===== src/rtl/tx_arbiter.sv =====
// -----------------------------------------------------------------------------
// tx_arbiter
//
// Round-robin scheduler sharing one uart_tx among N_REQ byte-stream
// requesters. One byte is in flight at a time, paced by the transmitter's
// tx_data_ready / tx_done handshake. A requester that sends a byte without
// req_last locks the grant until its packet ends, so multi-byte replies are
// never interleaved on the serial line.
//
// Parameters
//   N_REQ      number of requesters (1..8)
//   WD_CYCLES  stall limit in clocks for the lock watchdog
//
// Optional feature
//   TX_ARB_WATCHDOG_EN  when defined, a lock whose owner stops offering bytes
//                       is released after WD_CYCLES stalled idle cycles and
//                       stall_err is set (sticky). When undefined, the lock is
//                       held until req_last and stall_err is constant 0.
//
// Ports
//   clk            system clock, rising edge
//   rst_n          synchronous active-low reset
//   req_valid      per-requester byte valid
//   req_data       packed request bytes, requester i on [8i+:8]
//   req_last       per-requester end-of-packet marker for the offered byte
//   req_ready      one-hot accept strobe (combinational)
//   tx_data        byte presented to uart_tx
//   tx_data_ready  one-cycle start pulse to uart_tx
//   tx_done        high while uart_tx is idle
//   grant          one-hot owner of a locked packet, zero when unlocked
//   busy           high whenever a byte is being started or transmitted
//   stall_err      sticky watchdog flag
// -----------------------------------------------------------------------------
module tx_arbiter #(
    parameter int N_REQ     = 4,
    parameter int WD_CYCLES = 255
) (
    input  logic               clk,
    input  logic               rst_n,
    input  logic [N_REQ-1:0]   req_valid,
    input  logic [8*N_REQ-1:0] req_data,
    input  logic [N_REQ-1:0]   req_last,
    output logic [N_REQ-1:0]   req_ready,
    output logic [7:0]         tx_data,
    output logic               tx_data_ready,
    input  logic               tx_done,
    output logic [N_REQ-1:0]   grant,
    output logic               busy,
    output logic               stall_err
);

    localparam int PTR_W = (N_REQ > 1) ? $clog2(N_REQ) : 1;

    if (N_REQ < 1 || N_REQ > 8 || WD_CYCLES < 1) begin : g_bad_cfg
        $error("tx_arbiter: N_REQ must be 1..8 and WD_CYCLES must be >= 1");
    end

    typedef enum logic [1:0] {
        S_IDLE,
        S_START,
        S_BUSY
    } state_t;

    state_t           state;
    logic [PTR_W-1:0] ptr;       // first requester to consider when unlocked
    logic [PTR_W-1:0] owner;     // index of the locked requester, valid while grant != 0
    logic [PTR_W-1:0] win_idx;
    logic [PTR_W-1:0] scan_idx;
    logic             win_found;
    logic             accept;
    logic [7:0]       win_byte;
    logic             wd_fire;

    function automatic logic [PTR_W-1:0] next_idx(input logic [PTR_W-1:0] idx);
        if (int'(idx) == N_REQ - 1) begin
            return '0;
        end
        return idx + PTR_W'(1);
    endfunction

    // Winner selection. While locked only the owner may win; otherwise the
    // scan runs downward so the last hit is the one closest to ptr.
    always_comb begin
        // NOTE: every signal driven here gets a default first, so no path can
        // leave it unassigned and infer a latch.
        win_idx   = '0;
        win_found = 1'b0;
        scan_idx  = '0;
        if (grant != '0) begin
            win_idx   = owner;
            win_found = req_valid[owner];
        end else begin
            for (int k = N_REQ - 1; k >= 0; k--) begin
                scan_idx = PTR_W'((int'(ptr) + k) % N_REQ);
                if (req_valid[scan_idx]) begin
                    win_idx   = scan_idx;
                    win_found = 1'b1;
                end
            end
        end
    end

    assign accept   = (state == S_IDLE) && tx_done && win_found;
    assign win_byte = req_data[int'(win_idx)*8 +: 8];

    always_comb begin
        req_ready = '0;
        if (accept) begin
            req_ready[win_idx] = 1'b1;
        end
    end

    // Handshake FSM with registered outputs.
    always_ff @(posedge clk) begin
        // NOTE: sequential state uses non-blocking assignments so every
        // register samples pre-edge values regardless of statement order.
        if (!rst_n) begin
            state         <= S_IDLE;
            tx_data       <= 8'hFF;
            tx_data_ready <= 1'b0;
            grant         <= '0;
            owner         <= '0;
            ptr           <= '0;
            busy          <= 1'b0;
        end else begin
            case (state)
                S_IDLE: begin
                    if (accept) begin
                        tx_data       <= win_byte;
                        tx_data_ready <= 1'b1;
                        busy          <= 1'b1;
                        state         <= S_START;
                        if (req_last[win_idx]) begin
                            grant <= '0;
                            ptr   <= next_idx(win_idx);
                        end else begin
                            grant <= req_ready;
                            owner <= win_idx;
                        end
                    end else if (wd_fire) begin
                        // Abandoned lock: release it and move past the owner.
                        grant <= '0;
                        ptr   <= next_idx(owner);
                    end
                end
                S_START: begin
                    // Pulse lasts one cycle; wait for uart_tx to go busy
                    // without re-issuing the start.
                    tx_data_ready <= 1'b0;
                    if (!tx_done) begin
                        state <= S_BUSY;
                    end
                end
                S_BUSY: begin
                    if (tx_done) begin
                        state <= S_IDLE;
                        busy  <= 1'b0;
                    end
                end
                default: begin
                    state <= S_IDLE;
                    busy  <= 1'b0;
                end
            endcase
        end
    end

`ifdef TX_ARB_WATCHDOG_EN
    localparam int WD_W = $clog2(WD_CYCLES + 1);

    logic [WD_W-1:0] wd_cnt;
    logic            wd_stall;
    logic            stall_q;

    // A stalled cycle: locked, ready to accept, but the owner offers nothing.
    assign wd_stall = (grant != '0) && (state == S_IDLE) && tx_done && !req_valid[owner];
    assign wd_fire  = wd_stall && (wd_cnt == WD_W'(WD_CYCLES - 1));

    always_ff @(posedge clk) begin
        if (!rst_n) begin
            wd_cnt  <= '0;
            stall_q <= 1'b0;
        end else if (wd_fire) begin
            wd_cnt  <= '0;
            stall_q <= 1'b1;
        end else if (wd_stall) begin
            wd_cnt <= wd_cnt + WD_W'(1);
        end else if (accept) begin
            wd_cnt <= '0;
        end
    end

    assign stall_err = stall_q;
`else
    assign wd_fire   = 1'b0;
    assign stall_err = 1'b0;
`endif

endmodule


===== config.mk =====
export PLATFORM = sky130hd
export DESIGN_NAME = tx_arbiter
export DESIGN_NICKNAME = d
export VERILOG_FILES = /design/src/rtl/tx_arbiter.sv
export SDC_FILE = /design/constraint.sdc
export NUM_CORES = 1
export LEC_CHECK = 0
export BUFFER_PORTS_ARGS = -buffer_cell sky130_fd_sc_hd__buf_2
export CAP_MARGIN = 20
export CORE_UTILIZATION = 46
export DETAILED_ROUTE_END_ITERATION = 7
export PLACE_DENSITY = 0.79
export SYNTH_ARGS = -nofsm -noshare
export SYNTH_HDL_FRONTEND = slang
export SYNTH_SLANG_ARGS = --single-unit

===== constraint.sdc =====
create_clock -name clk -period 2.8 [get_ports clk]
set_input_delay 0.7 -clock clk [delete_from_list [all_inputs] [get_ports clk]]
set_output_delay 0.7 -clock clk [all_outputs]
set_load 0.01 [all_outputs]

# [Word-level counts from Yosys, hierarchy flattened]
# Index checks and enable logic that the tools add are counted.
[totals] output_inout_bits=19 in_bits=43 reg_bits=20
[op_classes] eq_ne=6 n_shift=1 bitwise=2 n_lt_le_gt_ge=7 add_sub_neg=4 n_mux=41 reduce_logical=12
[ops] op="variable part select 32 x 6 -> 8 bit" n=1
[ops] op="2-to-1 mux 2 bit" n=10
[ops] op="2-to-1 mux 1 bit" n=19
[ops] op="less-than comparator 2 x 3 -> 1 bit, second input constant" n=6
[ops] op="binary-select mux 1 bit (select 2 bit)" n=6
[ops] op="AND reduction 3 bit" n=4
[ops] op="2-to-1 mux 4 bit" n=2
[ops] op="!= test 2 bit, second input constant" n=3
[ops] op="case mux 2 bit (3 select lines)" n=1
[ops] op="adder 2 x 1 -> 2 bit, second input constant" n=2
[ops] op="adder 2 bit, second input constant" n=2
[ops] op="== test 2 x 1 -> 1 bit, second input constant" n=2
[ops] op="AND reduction 2 bit" n=2
[ops] op="nonzero test 4 bit" n=1
[ops] op="logical AND 1 bit" n=3
[ops] op="case mux 1 bit (3 select lines)" n=1
[ops] op="demux 1 bit (select 2 bit)" n=1
[ops] op="== test 2 bit, second input constant" n=1
[ops] op="greater-or-equal comparator 2 x 1 -> 1 bit, second input constant" n=1
[ops] op="logical NOT 2 bit" n=1
[ops] op="NOT 1 bit" n=2
[ops] op="case mux 1 bit (2 select lines)" n=1
[ops] op="nonzero test 2 bit" n=1

# [Depth between registers and ports, before layout]
# Gate-level depths: netlist of run 1.
[depth] word_depth=15 depth_mapped=11 depth_no_buf=7

# [Least setup slack after synthesis of run 1]
# No wires, ideal clock.
[synth_path] path_type="register -> output" start="reg grant[2]" end="out req_ready[3]" t_arrival_ns=2.036 n_path_buf=4 stages_incl_launch_ff=10 setup_slack_ns=0.064 required_time_ns=2.100 cell_sequence="dfxtp_1 -> or4_1 -> buf_2 -> o31a_1 -> buf_6 -> inv_6 -> buf_12 -> buf_6 -> ha_1 -> and2_1"
[synth_via] elab_chain_cells=7
[synth_rtl] element="start: declaration" line_no="47" source="output logic [N_REQ-1:0] grant,"
[synth_rtl] element="start signal: assignment" line_no="137" source="grant <= req_ready;"
[synth_rtl] element="nonzero test 4 bit (*)" line_no="89" source="if (grant != '0) begin"
[synth_rtl] element="2-to-1 mux 2 bit (*)" line_no="89"
[synth_rtl] element="via win_idx[1]" line_no="67" source="logic [PTR_W-1:0] win_idx;"
[synth_rtl] element="less-than comparator 2 x 3 -> 1 bit (implied by the code) or greater-or-equal comparator 2 x 1 -> 1 bit (tied branches)" line_no="109" source="req_ready[win_idx] = 1'b1;"
[synth_rtl] element="logical AND 1 bit (implied by the code)" line_no="109"
[synth_rtl] element="2-to-1 mux 1 bit (implied by the code)" line_no="109"
[synth_rtl] element="demux 1 bit (select 2 bit) (*)" line_no="109"
[synth_rtl] element="2-to-1 mux 4 bit (*)" line_no="108" source="if (accept) begin"
[synth_rtl] element="end: declaration" line_no="43" source="output logic [N_REQ-1:0] req_ready,"
# Mark *: on every way through the listed nets, which the timed path passes. The rest lies on a longest branch.

# [Worst setup path in the final report of run 1]
[layout_path] start="reg grant[2]" end="out req_ready[0]"
[layout_via] elab_chain_cells=7
[layout_rtl] element="nonzero test 4 bit (*)" line_no="89"
[layout_rtl] element="2-to-1 mux 2 bit" line_no="89"
[layout_rtl] element="less-than comparator 2 x 3 -> 1 bit (implied by the code) or greater-or-equal comparator 2 x 1 -> 1 bit (tied branches)" line_no="109"
[layout_rtl] element="logical AND 1 bit (implied by the code)" line_no="109"
[layout_rtl] element="2-to-1 mux 1 bit (implied by the code)" line_no="109"
[layout_rtl] element="demux 1 bit (select 2 bit)" line_no="109"
[layout_rtl] element="2-to-1 mux 4 bit (*)" line_no="108"
# Mark *: on every way between the ends. The rest lies on a longest branch, timed or not.

==> results.md, run 1 <==
* Initial core utilization at 50.4%
* Fin. Hold Viols at 0
* Post-route ant nets at 0
* R2R setup slack at 0.26 ns
* Mapped Cells at 153
* Nets at 266
* WL/cell at 13.1 microns
* Reg clk slew, reported paths at 0.11 ns
* Max-slew violations at 0
* CP endpoint kind: output pin
* Area Growth Syn to Fin at 31.0%
* Critical-path cell list: or4_4 -> o31a_1 -> ha_1 -> and2_1 -> buf_2
* Final worst setup slack at 0.00127 ns
* Post-synth top area share at 30.7%
* Static Leak at 0.812 nW
* Worst setup path category: register to output pin
* Critical Path RT at 2.10 ns
* Pre-CTS WS at 0.0269 ns
* Main synth FF type: dfxtp_1
* Synth area leaders: dfxtp_1, mux2_2, nand2_1, o22ai_1, and3_1
* Crit path max-delay family: simple AND/OR/NAND/NOR gates
* Vert. Die Dim at 55.3 microns
* Number of synthesized flops with an enable pin at 0
* Min-Delay Path Class: register to register
* Total Power at 923 uW
* XOR/XNOR Fraction of Synth Area at 0.670%
* GR Overflow Total at 0
* Fmax achieved at 357 MHz
* Synth Area in Simple Gates at 21.0%
* Reg area at 403 sq um
* Ys Warns at 0
* Die ar. at 3060 sq um
* Most frequent cells in the layout: buf_2, nand2_1, dfxtp_1, o22ai_1, buf_4
* CP Max Fanout at 5
* Maxcap violations at 0
* Top Layer Used: met4
* Row Count at 18
* RSZ-0062 raised after global routing: yes
* Initial antenna violation count at 0
* Met3 wire length at 168 microns
* CP bufs+invs at 1
* Synth cell types at 40
* Routed length on met1 at 1360 microns
* Synth Area in Adders at 3.83%
* Async SR Flop Fraction at 0%
* Largest net degree at the start of global routing at 24
* Minimum clock period at 2.80 ns
* Sequential element share of the synthesized area at 30.7%
* Fin crit share at 100%
* CP max-delay cell: or4_4
* Avg Inst Size Synth at 8.54 sq um
* DRC at 0
* Via count at 1318
* Metal2 WL at 1710 microns
* Post-DR vias/cell at 5.31
* Layout Skew at 0.00194 ns
* Combinational family with the most area after synthesis: simple AND/OR/NAND/NOR gates
* I/O Buffers at 60
* Layout cell share with drive strength beyond 1 at 45.0%
* Syn_nets at 200
* WP data arrival at 2.10 ns
* Clk buf depth at 2
* Drt pass-1 iters at 4
* Fillers at 220
* Final setup viols at 0
* Clk Latency, worst-skew pair at 0.30 ns
* DRT iter0 DRCs at 43
* Post-Syn Area at 1310 sq um
* Core area at 2590 sq um
* Post-Route WL at 3240 microns
* GR Util All Layers at 22.3%
* Seq cells post-synth at 20
* Synth Area in Compound Gates at 19.5%
* Clock root cell: clkbuf_4
* Synth area leader: dfxtp_1
* CP startpoint kind: register
* Die Wd at 55.3 microns
* CTS hold repair buffers at 0
* Pwr/cell area at 539 nW/um^2
* Status: finished, final reports clean
* Clock sink count at 20
* First-pass GRT wire length at 5680 microns
* Dpl hpwl at 2440 microns
* Fin Setup TNS at 0 ns
* Top Ports at 62
* Num CTS Buffers at 3
* H-tree depth at 1
* Commonest non-fill, non-tap cell in the layout: buf_2
* Largest stage delay, worst path at 0.59 ns
* Mux contribution to synthesized area at 15.4%
* VDD IR-drop max at 0.552 mV
* Area of the multi-input gates at 813 sq um
* Vias in the first global route at 1362
* GP Congestion at 0.783
* ANT cells at 0
* CTS tree: done
## cell usage after synthesis (3+ instances only)
cell type  instances
and3_1             9
nand2_1           24
inv_1              7
ha_1               4
a21oi_1            4
nand2b_1           3
nand3_1            4
clkbuf_1           5
o21ai_1            5
dfxtp_1           20
mux2_2             9
mux2i_1            5
o21ai_0            5
nor2_1             3
o22ai_1           12
and2_1             6
## per-layer routing
layer / global-route usage [%] / up-vias
li1: - / 672
met1: 25.5 / 605
met2: 42.5 / 39
met3: 4.45 / 2
met4: 4.29 / 0
met5: 0 / -
## worst min-delay path, stage by stage (launching register included)
cell     delay (ns)
dfxtp_2        0.34
inv_1          0.05
o22ai_1        0.07
## state kept, by name, summed over array words and instances (netlist names)
signal         flops
state              2
ptr                2
grant              4
tx_data_ready      1
owner              2
tx_data            8
busy               1
## per-stage QoR
| stage | hold WS, ns | instances | utilization [%] | cell area [sq um] |
|---|---|---|---|---|
| after detailed placement | 0.455 | 240 | 63.0 | 1630 |
| after global placement | 0.454 | 240 | 63.0 | 1630 |
| after CTS | 0.500 | 246 | 65.3 | 1690 |
| final | 0.490 | 248 | 66.1 | 1710 |
| after floorplan | 0.456 | 153 | - | 1310 |
| after global routing | 0.507 | 248 | 66.1 | 1710 |
## layout make-up
| type | instances | area share [%] |
|---|---|---|
| Inverter | 9 | 2.27 |
| Tap cell | 30 | 2.19 |
| Clock buffer | 4 | 2.12 |
| Multi-Input combinational cell | 114 | 47.5 |
| Sequential cell | 20 | 23.5 |
| Timing Repair Buffer | 71 | 22.4 |
## final timing paths
check	startpoint	to	depth (start not counted)
setup / recovery	grant[2]	req_ready[0]	5
hold / removal	grant[2]	grant[2]	2
setup reg to reg	grant[2]	ptr[1]	7
hold reg to reg	grant[2]	grant[2]	2
## power breakdown
| part | internal [mW] | switching [mW] |
|---|---|---|
| registers | 0.320 | 0.0249 |
| clock network | 0.0793 | 0.0863 |
| logic | 0.204 | 0.209 |
| total | 0.603 | 0.320 |
## cells by family after synthesis
kind of cell	count (synthesis)
flip-flops	20
buffers and inverters	19
multiplexers	17
XOR/XNOR	1
AND/OR/NAND/NOR	54
AO/OA/AOI/OAI	37
other	1
adder cells (fa/ha/maj)	4
## timing repair
item	in CTS	in global routing
setup buffers	2	2
pin swaps	4	2
resized for setup	3	3
endpoints found under the setup margin	4	4
gates cloned	0	0
endpoints found under the hold margin	0	0
No activity file was read; power rests on OpenSTA's default activity.
==> run 2, diff against run 1 <==
--- a/config.mk
+++ b/config.mk
@@ -7,9 +7,9 @@
 export LEC_CHECK = 0
 export BUFFER_PORTS_ARGS = -buffer_cell sky130_fd_sc_hd__buf_2
 export CAP_MARGIN = 20
-export CORE_UTILIZATION = 46
+export CORE_UTILIZATION = 35
 export DETAILED_ROUTE_END_ITERATION = 7
-export PLACE_DENSITY = 0.79
+export PLACE_DENSITY = 0.63
 export SYNTH_ARGS = -nofsm -noshare
 export SYNTH_HDL_FRONTEND = slang
 export SYNTH_SLANG_ARGS = --single-unit
==> run 2 against run 1 <==
Effect of this change: combinational power increased by 3%; first-iteration DRC count increased by 49%; largest cell class unchanged; sequential cell count unchanged; utilization decreased by 15 points; clock skew about the same; sequential power about the same.
==> results.md, run 2 (synthesis gave the netlist of run 1 again) <==
* WP data arrival at 2.08 ns (was 2.10 ns)
* H-tree depth at 1 (unchanged)
* WL/cell at 12.3 microns (was 13.1 microns)
* Status: finished, final reports clean (unchanged)
* Area Growth Syn to Fin at 35.4% (was 31.0%)
* Fillers at 331 (was 220)
* Critical Path RT at 2.10 ns (about the same)
* GP Congestion at 0.853 (was 0.783)
* I/O Buffers at 60 (unchanged)
* Regs by FF count: tx_data (8), grant (4) (unchanged)
* R2R setup slack at 0.20 ns (was 0.26 ns)
* Nets at 267 (was 266)
* Most flops, register: tx_data (unchanged)
* Clock sink count at 20 (unchanged)
* CTS tree: done (unchanged)
* CTS hold repair buffers at 0 (unchanged)
* Dpl hpwl at 2450 microns (was 2440 microns)
* First-pass GRT wire length at 5380 microns (was 5680 microns)
* Max-slew violations at 0 (unchanged)
* Static Leak at 0.824 nW (was 0.812 nW)
* GR Overflow Total at 0 (unchanged)
* Int Pwr at 658 uW (was 603 uW)
* ANT cells at 0 (unchanged)
* Reg area at 402 sq um (was 403 sq um)
* Post-Route WL at 3250 microns (was 3240 microns)
* Layout Skew at 0.00172 ns (was 0.00194 ns)
* Final setup viols at 0 (unchanged)
* Die Wd at 63.1 microns (was 55.3 microns)
* Pwr/cell area at 558 nW/um^2 (was 539 nW/um^2)
* Die ar. at 3980 sq um (was 3060 sq um)
* Initial antenna violation count at 0 (unchanged)
* CP startpoint kind: register (unchanged)
* Drt pass-1 iters at 4 (unchanged)
* DRT iter0 DRCs at 64 (was 43)
* Commonest non-fill, non-tap cell in the layout: buf_2 (unchanged)
* CP Max Fanout at 5 (unchanged)
* Row Count at 21 (was 18)
* Vert. Die Dim at 63.1 microns (was 55.3 microns)
* Comb pwr share at 42.9% (was 44.7%)
* Clk Latency, worst-skew pair at 0.25 ns (was 0.30 ns)
* Top Ports at 62 (unchanged)
* Core area at 3440 sq um (was 2590 sq um)
* VDD IR-drop max at 0.262 mV (was 0.552 mV)
* Post-DR vias/cell at 4.99 (was 5.31)
* GR Util All Layers at 17.0% (was 22.3%)
* Final Util at 51.4% (was 66.1%)
* Clock network power share at 22.1% (was 17.9%)
* Minimum clock period at 2.78 ns (was 2.80 ns)
* Clk buf depth at 2 (unchanged)
* Area of the multi-input gates at 826 sq um (was 813 sq um)
* Most frequent cells in the layout: buf_2, nand2_1, dfxtp_1, o22ai_1, buf_4 (unchanged)
* CP endpoint kind: output pin (unchanged)
* Worst setup path category: register to output pin (unchanged)
* Num CTS Buffers at 3 (unchanged)
* Post-route ant nets at 0 (unchanged)
* Sw power at 329 uW (was 320 uW)
* Fmax achieved at 360 MHz (was 357 MHz)
* Fin. Hold Viols at 0 (unchanged)
* Sw Share at 33.4% (was 34.7%)
* DRC at 0 (unchanged)
* Vias in the first global route at 1210 (was 1362)
* Via count at 1322 (was 1318)
* Max FFs per register at 8 (unchanged)
* Maxcap violations at 0 (unchanged)
* Clock root cell: clkbuf_8 (was clkbuf_4)
* Layout cell share with drive strength beyond 1 at 46.6% (was 45.0%)
* Reg clk slew, reported paths at 0.07 ns (was 0.11 ns)
* Initial core utilization at 37.9% (was 50.4%)
* RSZ-0062 raised after global routing: yes (unchanged)
* Flop pwr share at 35.0% (was 37.3%)
* Fin Setup TNS at 0 ns (unchanged)
* Largest net degree at the start of global routing at 24 (unchanged)
* Fin crit share at 99.2% (was 100%)
* Min-Delay Path Class: register to register (unchanged)
-- run 2: cell count changes in the layout (fill, tap and decap cells not counted), sizes merged --
cell,previous run,this run
buf,71,72
clkinv,0,1
inv,9,8
-- run 2: power groups by stage --
stage	registers [mW]	clock network (mW)	logic, mW
final	0.345	0.218	0.424
after global routing	0.351	0.239	0.467
after CTS	0.344	0.223	0.404
after detailed placement	0.351	0	0.395
after global placement	0.351	0	0.392
after floorplan	0.359	0	0.270
-- run 2: what timing repair did --
| action | CTS | global route |
|---|---|---|
| setup endpoints to repair | 4 | 4 |
| pin swaps | 0 | 4 |
| gates resized for setup | 1 | 9 |
| setup buffers | 1 | 4 |
-- run 2: worst paths after layout --
path / cells after the start / to / start
setup / recovery: 6 / req_ready[0] / grant[1]
hold / removal: 2 / grant[1] / grant[1]
setup reg to reg: 8 / ptr[1] / grant[1]
hold reg to reg: 2 / grant[1] / grant[1]
-- run 2: through the flow --
stage,setup slack [ns],hold WS [ns],area (sq um),cells,total power [mW]
floorplan,0.0642,0.456,1310,153,0.630
global route,-0.0541,0.483,1770,265,1.06
detailed placement,0.00245,0.465,1650,256,0.746
finish,0.0217,0.464,1770,265,0.987
CTS,0.00258,0.482,1720,261,0.972
global placement,-0.0253,0.466,1650,256,0.743
-- run 2: cell type report --
| cell class | count | share of cell area, % |
|---|---|---|
| multi-input cells | 114 | 46.7 |
| flip-flops and latches | 20 | 22.7 |
| repair buffers | 72 | 22.1 |
| well taps | 46 | 3.25 |
| clock buffers | 4 | 3.11 |
| inverters | 9 | 2.19 |
-- run 2: layer usage --
metal | GRT usage, % | vias to the layer above | part of all wire (%)
met3 | 2.17 | 4 | 3.9
met2 | 30.0 | 35 | 50
met5 | 0 | - | 0
li1 | - | 675 | -
met1 | 20.8 | 608 | 45
met4 | 6.10 | 0 | 1.3
-- run 2: worst max-delay path, stage by stage, from the launching register on --
cell and delay [ns]:
dfxtp_2 0.33, or4_4 0.59, o31ai_4 0.36, inv_2 0.09, ha_2 0.20, and2_1 0.13
buf_2 0.13
==> run 3, diff against run 2 <==
==> constraint.sdc (replaced) <==
create_clock -name clk -period 2.6 [get_ports clk]
set_input_delay 0.65 -clock clk [delete_from_list [all_inputs] [get_ports clk]]
set_output_delay 0.65 -clock clk [all_outputs]
set_load 0.01 [all_outputs]
==> run 3 against run 2 <==
Effect of this change: the flow now finishes with violations (negative setup slack); clock-buffer cell count shrank 1; non-clock buffer count is 8 higher; first-iteration DRC count fell by 25%; sequential power increased by 7.2%; sequential cell count unchanged; highest routed layer unchanged; worst hold slack improved by 0.036 ns; largest power group unchanged; clock power grew 42%; critical endpoint is now req_ready[1]; die area did not move.
==> results.md, run 3 (synthesis gave the netlist of run 1 again) <==
* Status: finished, violations left (was finished, final reports clean)
* Failing checks: negative setup slack
* Clk buf depth at 2 (unchanged)
* Top Usage Layer GRT: met2 (unchanged)
* Core area at 3440 sq um (unchanged)
* CP bufs+invs at 2 (unchanged)
* CP max-delay cell: or4_4 (unchanged)
* Final setup viols at 4 (was 0)
* GR Util All Layers at 17.0% (about the same)
* RSZ-0062 raised after global routing: yes (unchanged)
* Clk Latency, worst-skew pair at 0.26 ns (was 0.25 ns)
* Clock root cell: clkbuf_8 (unchanged)
* DRC at 0 (unchanged)
* Inst Count DP at 263 (was 256)
* GP Congestion at 0.823 (was 0.853)
* CTS hold repair buffers at 0 (unchanged)
* Post-Route WL at 3270 microns (was 3250 microns)
* Area Growth Syn to Fin at 46.8% (was 35.4%)
* Min-Delay Path Class: register to register (unchanged)
* Initial core utilization at 37.9% (unchanged)
* Max FFs per register at 8 (unchanged)
* Fin Setup TNS at -0.224 ns (was 0 ns)
* DRT iter0 DRCs at 48 (was 64)
* Crit path max-delay family: simple AND/OR/NAND/NOR gates (unchanged)
* Layout cell share with drive strength beyond 1 at 48.9% (was 46.6%)
* Max-slew violations at 0 (unchanged)
* CP startpoint kind: register (unchanged)
* Layout Skew at 0.00695 ns (was 0.00172 ns)
* WL/cell at 12.0 microns (was 12.3 microns)
* Pwr/cell area at 622 nW/um^2 (was 558 nW/um^2)
* Maxcap violations at 0 (unchanged)
* Vert. Die Dim at 63.1 microns (unchanged)
* Finished Layout Cells at 273 (was 265)
* Nets at 275 (was 267)
* Met2 GRT Util at 30.9% (was 30.0%)
* WP data arrival at 2.03 ns (was 2.08 ns)
* Vias in the first global route at 1278 (was 1210)
* CP endpoint kind: output pin (unchanged)
* Num CTS Buffers at 3 (unchanged)
* Most flops, register: tx_data (unchanged)
* ANT cells at 0 (unchanged)
* Most frequent cells in the layout: buf_2, nand2_1, dfxtp_1, buf_4, o22ai_1 (was buf_2, nand2_1, dfxtp_1, o22ai_1, buf_4)
* GR Overflow Total at 0 (unchanged)
* Fin. Hold Viols at 0 (unchanged)
* Die Wd at 63.1 microns (unchanged)
* Initial antenna violation count at 0 (unchanged)
* Pre-CTS WS at -0.105 ns (was 0.00245 ns)
* Fin crit share at 103%
* Minimum clock period at 2.68 ns
* CP Max Fanout at 5 (unchanged)
* Post-DR vias/cell at 4.86 (was 4.99)
* M3 GR Usage at 4.53% (was 2.17%)
* VDD IR-drop max at 0.264 mV (was 0.262 mV)
* H-tree depth at 1 (unchanged)
* Die ar. at 3980 sq um (unchanged)
* Clock sink count at 20 (unchanged)
* Regs by FF count: tx_data (8), grant (4) (unchanged)
* Largest net degree at the start of global routing at 24 (unchanged)
* CTS tree: done (unchanged)
* Critical Path RT at 1.95 ns (was 2.10 ns)
* Drt pass-1 iters at 4 (unchanged)
* Static Leak at 0.885 nW (was 0.824 nW)
* Row Count at 21 (unchanged)
* Dpl hpwl at 2470 microns (was 2450 microns)
* Via count at 1327 (was 1322)
* Final worst setup slack at -0.0831 ns (was 0.0217 ns)
* Top Ports at 62 (unchanged)
* Met1 Track Usage GR at 20.2% (was 20.8%)
* Commonest non-fill, non-tap cell in the layout: buf_2 (unchanged)
* Critical-path cell list: or4_4 -> o31ai_4 -> buf_4 -> ha_2 -> and2_1 -> buf_2 (was or4_4 -> o31ai_4 -> inv_2 -> ha_2 -> and2_1 -> buf_2)
* Total Power at 1.19 mW (was 987 uW)
* First-pass GRT wire length at 5490 microns (was 5380 microns)
* Reg clk slew, reported paths at 0.07 ns (about the same)
* Worst setup path category: register to output pin (unchanged)
* Largest stage delay, worst path at 0.58 ns (was 0.59 ns)
* Post-route ant nets at 0 (unchanged)
* Fmax achieved at 373 MHz
* I/O Buffers at 60 (unchanged)
## run 3: area by class of cell
type,count,area [sq um]
inverters,9,38.8
clock buffers,3,41.3
fillers,328,1520
repair buffers,80,489
clock inverters,1,30.0
flip-flops and latches,20,402
well taps,46,57.6
multi-input cells,114,860
## run 3: final timing paths
kind,from,endpoint,cells after the start,slack [ns]
max,grant[1],req_ready[1],6,-0.08
min,grant[2],grant[2],2,0.50
max reg2reg,grant[1],grant[1],11,0.14
min reg2reg,grant[2],grant[2],2,0.50
## run 3: per-layer routing
metal	up-vias	part of all wire (%)
li1	687	-
met1	612	47
met2	26	49
met3	2	3.6
met4	0	0.31
met5	-	0
## run 3: repair_timing
item	4_1_cts	5_1_grt
pin swaps	1	2
cloned	0	0
gates resized for setup	4	7
endpoints found under the setup margin	4	6
setup buffers	5	1
## run 3: power by group
group | internal, mW | switching (mW)
Sequential | 0.344 | 0.0264
Combinational | 0.270 | 0.243
Clock | 0.206 | 0.104
Total | 0.820 | 0.373
## run 3: worst reg2reg max path: cells and delay by family (launching register included)
kind | cells | cell delay [ns]
AND/OR/NAND/NOR | 2 | 0.68
AO/OA/AOI/OAI | 2 | 0.31
buffers and inverters | 5 | 0.62
flip-flops | 1 | 0.32
multiplexers | 2 | 0.40
## run 3: stage by stage
stage | cell area, sq um | util, % | hold slack (ns)
2_1_floorplan | 1350 | - | 0.456
3_3_place_gp | 1750 | 50.8 | 0.450
3_5_place_dp | 1750 | 50.8 | 0.449
4_1_cts | 1880 | 54.5 | 0.498
5_1_grt | 1920 | 55.7 | 0.515
6_report | 1920 | 55.7 | 0.499
